$ cat src/rtl/seq_det_frame_ctrl.sv
// ---------------------------------------------------------------------------
// seq_det_frame_ctrl
//   Word-level sequencer wrapped around an overlapping 1011 Mealy detector.
//   A word taken over the in_valid/in_ready handshake is scanned MSB-first at
//   one bit per clock. The number of 1011 matches in that word is then offered
//   on the cnt_valid/cnt_ready handshake.
//
// Ports
//   clk        rising-edge clock
//   reset      asynchronous, active-high reset
//   in_data    word to scan, MSB first
//   in_valid   in_data valid
//   in_ready   controller can accept a word (IDLE only)
//   cnt_data   match count of the last word
//   cnt_valid  cnt_data valid, held until cnt_ready
//   cnt_ready  consumer takes cnt_data
//   match      one-cycle pulse per detected 1011 (one cycle after the bit)
//   busy       high while scanning or reporting
// ---------------------------------------------------------------------------
module seq_det_frame_ctrl #(
    parameter int unsigned W     = 8,
    parameter bit          CARRY = 1'b0,
    parameter int unsigned CW    = $clog2(W / 3 + 2)
) (
    input  logic          clk,
    input  logic          reset,
    input  logic [W-1:0]  in_data,
    input  logic          in_valid,
    output logic          in_ready,
    output logic [CW-1:0] cnt_data,
    output logic          cnt_valid,
    input  logic          cnt_ready,
    output logic          match,
    output logic          busy
);

    localparam int unsigned IW = (W > 1) ? $clog2(W) : 1;
    localparam logic [IW-1:0] LAST_IDX = IW'(W - 1);

    typedef enum logic [1:0] {
        ST_IDLE   = 2'd0,
        ST_SHIFT  = 2'd1,
        ST_REPORT = 2'd2
    } state_t;

    typedef enum logic [1:0] {
        D_S0 = 2'd0,
        D_S1 = 2'd1,
        D_S2 = 2'd2,
        D_S3 = 2'd3
    } det_t;

    state_t         r_state;
    det_t           r_det;
    logic [W-1:0]   r_shreg;
    logic [IW-1:0]  r_idx;
    logic [CW-1:0]  r_cnt;
    logic [CW-1:0]  r_cnt_data;
    logic           r_cnt_valid;
    logic           r_in_ready;
    logic           r_match;
    logic           r_busy;

    logic           w_bit;
    logic           w_hit;
    det_t           w_det_next;
    logic [CW-1:0]  w_cnt_next;

    // Detector next state for the bit currently being scanned
    always_comb begin
        w_bit      = r_shreg[r_idx];
        w_hit      = 1'b0;
        w_det_next = r_det;
        case (r_det)
            D_S0: w_det_next = w_bit ? D_S1 : D_S0;
            D_S1: w_det_next = w_bit ? D_S1 : D_S2;
            D_S2: w_det_next = w_bit ? D_S3 : D_S0;
            D_S3: begin
                w_det_next = w_bit ? D_S1 : D_S2;
                w_hit      = w_bit;
            end
            default: w_det_next = D_S0;
        endcase
        w_cnt_next = r_cnt + CW'(w_hit);
    end

    // Control FSM with registered outputs
    always_ff @(posedge clk or posedge reset) begin
        if (reset) begin
            r_state     <= ST_IDLE;
            r_det       <= D_S0;
            r_shreg     <= '0;
            r_idx       <= '0;
            r_cnt       <= '0;
            r_cnt_data  <= '0;
            r_cnt_valid <= 1'b0;
            r_in_ready  <= 1'b1;
            r_match     <= 1'b0;
            r_busy      <= 1'b0;
        end else begin
            r_match <= 1'b0;
            case (r_state)
                ST_IDLE: begin
                    if (in_valid && r_in_ready) begin
                        r_shreg    <= in_data;
                        r_idx      <= LAST_IDX;
                        r_cnt      <= '0;
                        // CARRY keeps a partial 1011 alive across words
                        if (!CARRY) begin
                            r_det <= D_S0;
                        end
                        r_in_ready <= 1'b0;
                        r_busy     <= 1'b1;
                        r_state    <= ST_SHIFT;
                    end
                end
                ST_SHIFT: begin
                    r_det   <= w_det_next;
                    r_match <= w_hit;
                    r_cnt   <= w_cnt_next;
                    r_idx   <= r_idx - IW'(1);
                    // Last bit: the count includes this bit's hit
                    if (r_idx == '0) begin
                        r_cnt_data  <= w_cnt_next;
                        r_cnt_valid <= 1'b1;
                        r_state     <= ST_REPORT;
                    end
                end
                ST_REPORT: begin
                    if (cnt_ready) begin
                        r_cnt_valid <= 1'b0;
                        r_in_ready  <= 1'b1;
                        r_busy      <= 1'b0;
                        r_state     <= ST_IDLE;
                    end
                end
                default: r_state <= ST_IDLE;
            endcase
        end
    end

    assign in_ready  = r_in_ready;
    assign cnt_data  = r_cnt_data;
    assign cnt_valid = r_cnt_valid;
    assign match     = r_match;
    assign busy      = r_busy;

endmodule

$ cat config.mk
export PLATFORM = sky130hd
export DESIGN_NAME = seq_det_frame_ctrl
export DESIGN_NICKNAME = d
export VERILOG_FILES = /design/src/rtl/seq_det_frame_ctrl.sv
export SDC_FILE = /design/constraint.sdc
export NUM_CORES = 1
export LEC_CHECK = 0
export CORE_MARGIN = 4
export CORE_UTILIZATION = 50
export CTS_CLUSTER_DIAMETER = 60
export DETAILED_ROUTE_END_ITERATION = 7
export HOLD_SLACK_MARGIN = 0.03
export PLACE_DENSITY = 0.84
export SETUP_SLACK_MARGIN = 0.4
export SLEW_MARGIN = 20
export SYNTH_ARGS = -nofsm -noshare
export SYNTH_HDL_FRONTEND = slang
export SYNTH_SLANG_ARGS = --single-unit
export TNS_END_PERCENT = 20
$ cat constraint.sdc
create_clock -name clk -period 2.4 [get_ports clk]
set_input_delay 0.48 -clock clk [delete_from_list [all_inputs] [get_ports clk]]
set_output_delay 0.48 -clock clk [all_outputs]
set_load 0.02 [all_outputs]
==> results.tsv <==
stage	metric	value	unit
drt	via_count	726	
timing	hold_violations	0	
timing	rsz0062_at_grt	no	
die	dieWidth	53.6	µm
synth	synth_simple_gate_area_share	0.123	
drt	firstDrtPassIters	4	
synth	synth-adder-area-share	0.0361	
clock_network	numCtsBuffers	3	
setup_path	worst_path_largest_cell_delay	0.61	ns
min_path	worstHoldPathType	reg -> reg	
power	static-leakage-power	0.634	nW
flow_run	drv.max_cap_violation_count	0	
synth	mappedNetlistNets	104	
drt	antenna_violating_nets_left	0	
synth	synth_compound_area_frac	0.0975	
setup_path	endpoint_kind_of_the_worst_setup_timing_path	flip-flop	
synth	combinational_family_with_the_most_area_after_synthesis	multiplexers	
timing	final_setup_skew	0.00500	ns
die	fp_rows	16	
drt	finalWirelength	1.79	mm
setup_path	worstPathRequired	2.60	ns
synth	syn-cell-area	1040	µm²
clock_network	cts_root_buf	sky130_fd_sc_hd__clkbuf_4	
synth	synth_warnings	0	
timing	tns	0	ns
power	power_per_cell_area	455	nW/µm²
drt	detail_route.vias_per_cell	5.22	
clock_network	cts.sink_count	23	
die	die_y	53.6	µm
synth	syn-instance-count	89	
timing	worst_slew_pin_tran	0.441	ns
setup_path	worstPathArrival	2.16	ns
synth	synth_area_per_cell	11.7	µm²
grt	antenna_found_initial	0	
placed_design	dp_hpwl	1.31	mm
die	boundaryPins	18	
setup_path	path_max_fanout	3	
timing	setup_violations	0	
timing	relSlewSlack	0.705	
grt	globalRouteMet1Util	0.183	
grt	grt_pass1_vias	658	
setup_path	crit_path_start_kind	flip-flop	
final_layout	antenna-diode-count	0	
timing	slew_viol_final	0	
final_layout	stdcell_area	1290	µm²
final_layout	final_common_cell	sky130_fd_sc_hd__dfrtp_1	
grt	groute.layer.met3.usage	0.0332	
clock_network	clkTransAtPathRegs	0.12	ns
synth	yosys_register_bits	23	
setup_path	critical-path-slowest-cell	sky130_fd_sc_hd__mux4_1	
clock_network	clock_tree_from_tritoncts	yes	
final_layout	most-common-layout-cells	22 x sky130_fd_sc_hd__dfrtp_1, 17 x sky130_fd_sc_hd__clkdlybuf4s50_1, 10 x sky130_fd_sc_hd__nand2_1	
grt	global_route_wire_length_before_repair	2.94	mm
die	initial_core_util	0.530	
drt	first_iter_violations	5	
timing	ratio_of_final_minimum_period_to_clock_period	0.819	
clock_network	clk-insertion-delay-late	0.30	ns
timing	min_period	1.97	ns
status	outcome	finished, final reports clean	
setup_path	ordered_list_of_cells_on_the_worst_path	mux4_1 > mux2i_2 > nor2_1 > ha_1 > mux2_2	
placed_design	portBuffers	17	
placed_design	finalWeightedCongestion	0.783	
die	core_area	1960	µm²
clock_network	cts_buffer_depth	2	
synth	post_synthesis_cell_type_count	23	
power	totalPowerFinal	0.587	mW
clock_network	clock_tree.htree_level_count	1	
placed_design	pre_cts_slack	0.451	ns
grt	most_used_routing_layer	met2	
power	worst_vdd_rail_ir_drop	0.365	mV
grt	maximum_number_of_pins_on_one_net_before_global_route_repair	24	
drt	wl_per_cell	12.9	µm
grt	grt_util_met2	0.237	
die	design.die.area	2870	µm²
final_layout	finalCoreUtilization	0.658	
timing	max_freq	509	MHz
timing	setup_slack	0.434	ns
final_layout	drive_gt1_frac	0.188	
final_layout	finalNetCount	128	
placed_design	dpl_cell_area	1250	µm²
final_layout	flow.area_growth_from_synthesis	24.2	%
grt	grt_overflow_total	0	
setup_path	worst-setup-path-type	reg -> reg	
grt	grt_use_total	0.139	
synth	synth-seq-area-share	0.555	
synth	synthMuxAreaShare	0.158	
synth	synth_xor_area_frac	0.00842	
drt	detail_route.drc_violations	0	
## per-stage QoR
stage	cells	hold WS (ns)
after floorplan	89	0.471
after global placement	133	0.469
after global routing	139	0.528
after detailed placement	133	0.477
after CTS	137	0.503
final	139	0.496
## cells by family after synthesis
logic type	count (synthesis)
simple gates	27
flops	23
compound gates	17
xor+xnor	1
mux	12
fa+ha+maj	3
buf+inv	6
## layer usage
metal | share of wire | wire length [µm]
met1 | 0.46 | 829
met5 | 0 | 0
met4 | 0.0067 | 12
met3 | 0.044 | 79
met2 | 0.49 | 872
## worst max-delay path: cells and delay by family (launching register included)
kind	cells	cell delay [ns]
DFF	1	0.39
adders and majority gates	1	0.29
and+or+nand+nor	1	0.08
muxes	3	1.09
## power breakdown
part / internal (mW) / total (mW) / switching (mW)
Sequential: 0.387 / 0.387 / 0
Clock: 0.0648 / 0.172 / 0.107
Combinational: 0.0173 / 0.0277 / 0.0104
## layout make-up
class                   instances  area (µm²)
clock buffers                   4        26.3
fillers                       164         671
inverters                       5        18.8
multi-input cells              60         443
flip-flops and latches         23         577
well taps                      27        33.8
repair buffers                 20         193
## registers in the layout (all words and copies together), names as in the netlist
register,flops
match,1
r_idx,3
r_det,2
cnt_data,2
r_shreg,8
cnt_valid,1
r_state,2
in_ready,1
r_cnt,2
busy,1
## what timing repair did
action,CTS,global route
resized for setup,0,1
buffers inserted,0,2
hold buffers,0,0
endpoints found under the setup margin,0,3
## synthesized netlist by cell type
cell type | count | area share
sky130_fd_sc_hd__a21o_1 | 1 | 0.0072
sky130_fd_sc_hd__a21oi_1 | 5 | 0.024
sky130_fd_sc_hd__a31o_2 | 1 | 0.0084
sky130_fd_sc_hd__a32oi_1 | 1 | 0.0084
sky130_fd_sc_hd__and3_1 | 1 | 0.0060
sky130_fd_sc_hd__and4bb_2 | 1 | 0.012
sky130_fd_sc_hd__buf_2 | 1 | 0.0048
sky130_fd_sc_hd__dfrtp_1 | 22 | 0.53
sky130_fd_sc_hd__dfstp_2 | 1 | 0.025
sky130_fd_sc_hd__ha_1 | 3 | 0.036
sky130_fd_sc_hd__inv_1 | 5 | 0.018
sky130_fd_sc_hd__mux2_2 | 9 | 0.097
sky130_fd_sc_hd__mux2i_1 | 1 | 0.0096
sky130_fd_sc_hd__mux4_1 | 2 | 0.051
sky130_fd_sc_hd__nand2_1 | 10 | 0.036
sky130_fd_sc_hd__nand2b_1 | 4 | 0.024
sky130_fd_sc_hd__nor2_1 | 9 | 0.032
sky130_fd_sc_hd__nor2b_1 | 1 | 0.0060
sky130_fd_sc_hd__o21ai_0 | 7 | 0.034
sky130_fd_sc_hd__o21ai_2 | 1 | 0.0084
sky130_fd_sc_hd__o21bai_1 | 1 | 0.0072
sky130_fd_sc_hd__or2_2 | 1 | 0.0060
sky130_fd_sc_hd__xnor2_1 | 1 | 0.0084
## final timing paths
| check | slack [ns] | from | cells past startpoint | end |
|---|---|---|---|---|
| setup / recovery | 0.43 | r_idx[0] | 5 | cnt_data[0] |
| hold / removal | 0.50 | cnt_valid | 2 | cnt_valid |
| max in group asynchronous | 1.61 | reset | 3 | in_ready |
| setup reg to reg | 0.43 | r_idx[0] | 5 | cnt_data[0] |
| hold reg to reg | 0.50 | cnt_valid | 2 | cnt_valid |
| min in group asynchronous | 0.51 | reset | 3 | r_idx[0] |
Power figures use the tool's default switching activity.
